## src/rtl/intr_ctrl_pkg.sv

```systemverilog
// Shared definitions for the interrupt controller.
//   - register word indices of the memory-mapped port
//   - VECTOR register layout
//   - controller state encoding
//   - start-up blanking length for the edge detectors
package intr_ctrl_pkg;

  localparam logic [1:0] INTC_MASK = 2'd0;
  localparam logic [1:0] INTC_PEND = 2'd1;
  localparam logic [1:0] INTC_VEC  = 2'd2;
  localparam logic [1:0] INTC_EOI  = 2'd3;

  localparam int VEC_VALID_BIT = 31;
  localparam int ID_W          = 5;

  // Cycles after reset release during which detected edges are discarded,
  // long enough for sync2 and prev to both hold real samples of the line.
  localparam logic [1:0] BLANK_CYCLES = 2'd3;

  typedef enum logic {
    IDLE    = 1'b0,
    SERVICE = 1'b1
  } intc_state_t;

endpackage

```

## src/rtl/intr_ctrl_if.sv

```systemverilog
// CPU-facing signals of the interrupt controller: interrupt request and
// acknowledge handshake plus the small register port.
//   intr  : request to CPU
//   inta  : one-cycle acknowledge from CPU
//   sel   : register-port select
//   we    : write enable (qualified by sel)
//   addr  : register word index
//   wdata : write data
//   rdata : read data, combinational from addr
// master = CPU side, slave = controller side.
interface intr_ctrl_if;
  logic        intr;
  logic        inta;
  logic        sel;
  logic        we;
  logic [1:0]  addr;
  logic [31:0] wdata;
  logic [31:0] rdata;

  modport master (output inta, sel, we, addr, wdata, input intr, rdata);
  modport slave  (input inta, sel, we, addr, wdata, output intr, rdata);
endinterface

```

## src/rtl/intr_sync_edge.sv

```systemverilog
// Per-line input conditioning: two-flop synchroniser followed by a
// previous-value register; irq_edge pulses for one cycle on a rising edge.
//   clock    : system clock
//   resetn   : async active-low reset
//   irq_raw  : asynchronous interrupt line
//   irq_edge : one-cycle rising-edge pulse (combinational from flops)
module intr_sync_edge (
  input  logic clock,
  input  logic resetn,
  input  logic irq_raw,
  output logic irq_edge
);

  logic sync1;
  logic sync2;
  logic prev;

  always_ff @(posedge clock or negedge resetn) begin
    if (!resetn) begin
      sync1 <= 1'b0;
      sync2 <= 1'b0;
      prev  <= 1'b0;
    end else begin
      sync1 <= irq_raw;
      sync2 <= sync1;
      prev  <= sync2;
    end
  end

  assign irq_edge = sync2 & ~prev;

endmodule

```

## src/rtl/intr_ctrl.sv

```systemverilog
// Interrupt controller: collects NIRQ edge-triggered lines, raises intr to
// the CPU, latches the winning source on inta and waits for EOI.
//   clock  : system clock
//   resetn : async active-low reset
//   irq_in : raw interrupt lines, rising edge raises a request
//   bus    : CPU handshake and register port (slave side)
//
// state   | meaning
// --------+------------------------------------------------------------
// IDLE    | intr may be raised; inta latches the winner into VECTOR
// SERVICE | handler running; intr held low until an EOI write
module intr_ctrl
  import intr_ctrl_pkg::*;
#(
  parameter int NIRQ = 8
) (
  input  logic            clock,
  input  logic            resetn,
  input  logic [NIRQ-1:0] irq_in,
  intr_ctrl_if.slave      bus
);

  logic [NIRQ-1:0] irq_edge;
  logic [NIRQ-1:0] edge_q;
  logic [NIRQ-1:0] pending;
  logic [NIRQ-1:0] mask;
  logic [NIRQ-1:0] req;
  logic [NIRQ-1:0] w1c;
  logic [NIRQ-1:0] ack_clr;
  logic [1:0]      blank_cnt;
  logic            armed;
  intc_state_t     state;
  logic            vec_valid;
  logic [ID_W-1:0] vec_id;
  logic            win_hit;
  logic [ID_W-1:0] win_id;
  logic            intr_c;
  logic            ack;
  logic            wr_mask;
  logic            wr_pend;
  logic            wr_eoi;
  logic [31:0]     rdata_c;
  logic            unused_wdata;

  for (genvar g = 0; g < NIRQ; g++) begin : g_line
    intr_sync_edge u_sync (
      .clock    (clock),
      .resetn   (resetn),
      .irq_raw  (irq_in[g]),
      .irq_edge (irq_edge[g])
    );
  end

  // After reset the edge registers are zero, so a line already high would
  // look like a fresh edge. Blank detection until prev tracks the line.
  always_ff @(posedge clock or negedge resetn) begin
    if (!resetn) begin
      blank_cnt <= BLANK_CYCLES;
    end else if (blank_cnt != 2'd0) begin
      blank_cnt <= blank_cnt - 2'd1;
    end
  end

  assign armed  = (blank_cnt == 2'd0);
  assign edge_q = armed ? irq_edge : '0;

  assign wr_mask = bus.sel & bus.we & (bus.addr == INTC_MASK);
  assign wr_pend = bus.sel & bus.we & (bus.addr == INTC_PEND);
  assign wr_eoi  = bus.sel & bus.we & (bus.addr == INTC_EOI);

  assign req = pending & mask;

  // Lowest index wins: scanning downwards leaves the smallest hit last.
  always_comb begin
    win_hit = 1'b0;
    win_id  = '0;
    for (int i = NIRQ - 1; i >= 0; i--) begin
      if (req[i]) begin
        win_hit = 1'b1;
        win_id  = ID_W'(i);
      end
    end
  end

  assign intr_c  = (state == IDLE) & win_hit;
  assign ack     = bus.inta & intr_c;
  assign w1c     = wr_pend ? bus.wdata[NIRQ-1:0] : '0;
  assign ack_clr = ack ? (NIRQ'(1) << win_id) : '0;

  // Clears are applied first so a same-cycle edge always survives.
  always_ff @(posedge clock or negedge resetn) begin
    if (!resetn) begin
      pending <= '0;
      mask    <= '0;
    end else begin
      pending <= (pending & ~(w1c | ack_clr)) | edge_q;
      if (wr_mask) begin
        mask <= bus.wdata[NIRQ-1:0];
      end
    end
  end

  always_ff @(posedge clock or negedge resetn) begin
    if (!resetn) begin
      state     <= IDLE;
      vec_valid <= 1'b0;
      vec_id    <= '0;
    end else begin
      case (state)
        IDLE: begin
          if (ack) begin
            vec_valid <= 1'b1;
            vec_id    <= win_id;
            state     <= SERVICE;
          end
        end
        SERVICE: begin
          if (wr_eoi) begin
            vec_valid <= 1'b0;
            state     <= IDLE;
          end
        end
        default: state <= IDLE;
      endcase
    end
  end

  always_comb begin
    rdata_c = '0;
    case (bus.addr)
      INTC_MASK: rdata_c[NIRQ-1:0] = mask;
      INTC_PEND: rdata_c[NIRQ-1:0] = pending;
      INTC_VEC: begin
        rdata_c[VEC_VALID_BIT] = vec_valid;
        rdata_c[ID_W-1:0]      = vec_id;
      end
      default: rdata_c = '0;
    endcase
  end

  // intr must follow the registers with no added latency, so it is not
  // re-registered.
  assign bus.intr  = intr_c;
  assign bus.rdata = rdata_c;

  assign unused_wdata = ^bus.wdata;

endmodule

```

## src/flat_wrapper.sv

```systemverilog
// flat-port wrapper written by rule: the top's interface ports become plain ports
module intr_ctrl_flat import intr_ctrl_pkg::*;
#(
  parameter int NIRQ = 8
)
  (clock, resetn, irq_in, bus_inta, bus_sel, bus_we, bus_addr, bus_wdata, bus_intr, bus_rdata);
  intr_ctrl_if bus_i ();
  input  logic clock;
  input  logic resetn;
  input  logic [NIRQ-1:0] irq_in;
  input wire logic [$bits(bus_i.inta)-1:0] bus_inta;
  input wire logic [$bits(bus_i.sel)-1:0] bus_sel;
  input wire logic [$bits(bus_i.we)-1:0] bus_we;
  input wire logic [$bits(bus_i.addr)-1:0] bus_addr;
  input wire logic [$bits(bus_i.wdata)-1:0] bus_wdata;
  output wire logic [$bits(bus_i.intr)-1:0] bus_intr;
  output wire logic [$bits(bus_i.rdata)-1:0] bus_rdata;
  assign bus_i.inta = bus_inta;
  assign bus_i.sel = bus_sel;
  assign bus_i.we = bus_we;
  assign bus_i.addr = bus_addr;
  assign bus_i.wdata = bus_wdata;
  assign bus_intr = bus_i.intr;
  assign bus_rdata = bus_i.rdata;
  intr_ctrl #(.NIRQ(NIRQ)) u_core (.clock(clock), .resetn(resetn), .irq_in(irq_in), .bus(bus_i));
endmodule
```

## config.mk

```make
export PLATFORM = sky130hd
export DESIGN_NAME = intr_ctrl_flat
export DESIGN_NICKNAME = d
export VERILOG_FILES = /design/src/rtl/intr_ctrl_pkg.sv /design/src/rtl/intr_ctrl_if.sv /design/src/rtl/intr_sync_edge.sv /design/src/rtl/intr_ctrl.sv /design/src/flat_wrapper.sv
export SDC_FILE = /design/constraint.sdc
export NUM_CORES = 1
export LEC_CHECK = 0
export ABC_AREA = 1
export CAP_MARGIN = 10
export CORE_MARGIN = 2
export CORE_UTILIZATION = 41
export CTS_CLUSTER_SIZE = 12
export DETAILED_ROUTE_END_ITERATION = 16
export PLACE_DENSITY = 0.75
export SETUP_SLACK_MARGIN = 0.5
export SLEW_MARGIN = 5
export SYNTH_ARGS = -nofsm -noshare
export SYNTH_HDL_FRONTEND = slang
export SYNTH_SLANG_ARGS = --single-unit
```

## constraint.sdc

```tcl
create_clock -name clock -period 1.8 [get_ports clock]
set_input_delay 0.18 -clock clock [delete_from_list [all_inputs] [get_ports clock]]
set_output_delay 0.18 -clock clock [all_outputs]
set_load 0.05 [all_outputs]
```

==> summary.txt <==
Commonest non-fill, non-tap cell in the layout: dfrtp_1
Critical Path RT: 1620 ps
DRT antenna net count: 0
Ports: 80
Drt total wl: 4500 um
Crit. End Element: primary output
Final nets: 333
Post-synth top area cell: dfrtp_1
Global route overflow: 0
H-tree Lvls: 2
Total number of vias: 1,651
Unrepaired setup endpoints after global routing: yes
Die Span Y: 76.5 um
Antenna cells: 0
Crit-path max FO: 3
Max Fclk: 0.663 GHz
CTS Sinks: 47
TritonCTS clock tree: yes
Static Leakage: 1.46 nW
Hold_sp: irq_in[3]
Die X: 76.5 um
DP HPWL: 2810 um
Max Slew Vio Count: 0
Max Clock Skew: 12.7 ps
Finish-stage setup viols: 0
Min-Delay Path Class: in2reg
Core ar.: 0.00507 mm^2
Hold Vio Cnt, Final: 0
Most used cell, CP: nand2_2
IO buf count: 32
Layout cells sized above 1: 38.1%
Layout area overhead: 43.5%
Crit path max-delay cell type: dfrtp_1
Pre-CTS WS: 87.2 ps
Critical Path, Cell by Cell: nand2_2, nand2_2, nor2_4, a21oi_4, buf_12
DR iter-0 viols: 153
Drt via density: 4.64
Vias in the first global route: 1,552
Arr. time, crit path: 1330 ps
Fin area: 0.00309 mm^2
Initial Util: 42.4%
Worst slew margin: 61.4%
Worst Setup Start Kind: flop
Final min period: 1510 ps
Max clock buf depth: 2
Fin crit share: 83.8%
Clk slew on worst S/H paths: 100 ps
Post-Syn Instances: 217
Post-DR wirelength/cell: 12.7 um
Placed Area: 0.00260 mm^2
Max Cap Viol: 0
Total Power: 3.65 mW
Worst setup margin: 291 ps
GPL Wtd Cong: 0.911
Die area: 0.00585 mm^2
R2R Path Start: u_core.mask[7]
Cell Area, Synth: 0.00215 mm^2
Post-synth cell types: 33
Total GRT Usage: 15.1%
CP Class: reg2out
Synth top area share: 52.3%
Top post-synthesis cells by area: dfrtp_1 52%, nand2_1 8.2%, buf_4 8.0%
Worst-Skew Late Latency: 300 ps
Post-synthesis sequential area ratio: 54.7%
Max stage delay on crit path: 410 ps
Worst Tran Pin Value: 579 ps
Power density over the cells: 1180 mW/mm^2
First-pass GRT wire length: 7010 um
Average size of a mapped cell: 9.92 um^2
Pre-antenna DRT Iters: 4
Crit path launch: u_core.pending[3]
Max VDD drop: 0.000745 V
Row count: 26
Initial antenna violation count: 0
Commonest cells after routing, fill and taps aside: 45 x dfrtp_1, 35 x nand2_1, 24 x buf_4, 23 x conb_1, 19 x clkdlybuf4s50_1
CTS Buf Count: 5
CTS root buf: clkbuf_8
Reg2Reg Setup Slack: 370 ps
Flops & latches, synth: 47
Status: completed
Setup_tns: 0 ps
Largest net degree at the start of global routing: 48
Synth Warn #: 0
DRC viols: 0
[per-stage QoR]
| stage | util [%] | hold WS [ps] | cells |
|---|---|---|---|
| 2_1_floorplan | - | -116 | 239 |
| 3_3_place_gp | 51.3 | 294 | 319 |
| 3_5_place_dp | 51.3 | 303 | 319 |
| 4_1_cts | 57.8 | 300 | 347 |
| 5_1_grt | 60.9 | 296 | 356 |
| 6_report | 60.9 | 311 | 356 |
[synthesized netlist by cell type]
cell and n:
nand4_1 4, nor2_1 1, inv_2 3, buf_4 23, clkbuf_1 1, nor3_1 1
nor2_8 1, inv_4 2, dfrtp_1 45, o21ai_2 6, xnor2_1 1, ha_1 1
dfstp_2 2, a21oi_4 1, o211ai_1 2, nand3b_1 8, inv_1 22, nor2_4 2
a21oi_2 1, buf_2 1, a22o_1 5, nor4_1 1, a21oi_1 1, mux2_2 2
buf_6 1, o21ai_0 8, nand3_2 1, nor2_2 1, nand2_2 5, nand2_1 47
o21ai_1 3, conb_1 1, nand3_1 13
[where the power goes]
group	switching, mW	internal (mW)
Sequential	0.105	1.21
Combinational	0.869	0.683
Clock	0.363	0.421
[layer usage]
metal / global-route usage [%] / up-vias / routed length, um
met5: 0 / - / 0
met4: 7.27 / 0 / 172
met3: 3.91 / 21 / 266
met2: 24.3 / 61 / 2270
met1: 18.9 / 778 / 1800
li1: - / 791 / -
[critical path: cells and delay by family, from the launching register on]
kind / cells / cell delay (ps)
AO/OA/AOI/OAI: 1 / 180
AND/OR/NAND/NOR: 3 / 270
buffers and inverters: 1 / 160
flip-flops: 1 / 410
[what timing repair did]
action,CTS,global route
hold buffers,1,0
cloned,1,0
endpoints found under the setup margin,22,23
pin swaps,17,14
endpoints found under the hold margin,45,0
gates resized for setup,16,33
buffers inserted,18,9
[path summary, 6_finish.rpt]
check / to / depth (start not counted)
setup / recovery: bus_intr / 5
max in group asynchronous: u_core.blank_cnt[0] / 3
min in group asynchronous: u_core.pending[5] / 3
setup reg to reg: u_core.pending[2] / 12
hold reg to reg: u_core.g_line[0].u_sync.sync2 / 0
hold / removal: u_core.g_line[3].u_sync.sync1 / 1
[cells by family (layout without fill, tap and decap cells)]
kind of cell	after synthesis	after routing	share of synthesized area [%]
AOI/OAI and AO/OA	27	27	9.12
xor gates and xnor gates	1	1	0.407
adders and majority gates	1	1	0.581
buffers and inverters	53	99	13.9
DFF	47	47	54.7
muxes	2	2	1.05
other	1	23	0.174
and+or+nand+nor	85	86	20.0
[registers in the layout, indices dropped and copies added (netlist names)]
register / count
u_core.vec_valid: 1
u_core.g_line.u_sync.sync2: 8
u_core.vec_id: 3
u_core.blank_cnt: 2
u_core.g_line.u_sync.sync1: 8
u_core.state: 1
u_core.pending: 8
u_core.mask: 8
u_core.g_line.u_sync.prev: 8
[cell type report]
class	instances	area, um^2
clock buffers	5	68.8
inverters	27	109
fillers	424	1980
well taps	70	87.6
flip-flops and latches	47	1180
clock inverters	3	47.5
repair buffers	64	684
multi-input cells	140	915
No activity file was read; power rests on OpenSTA's default activity.
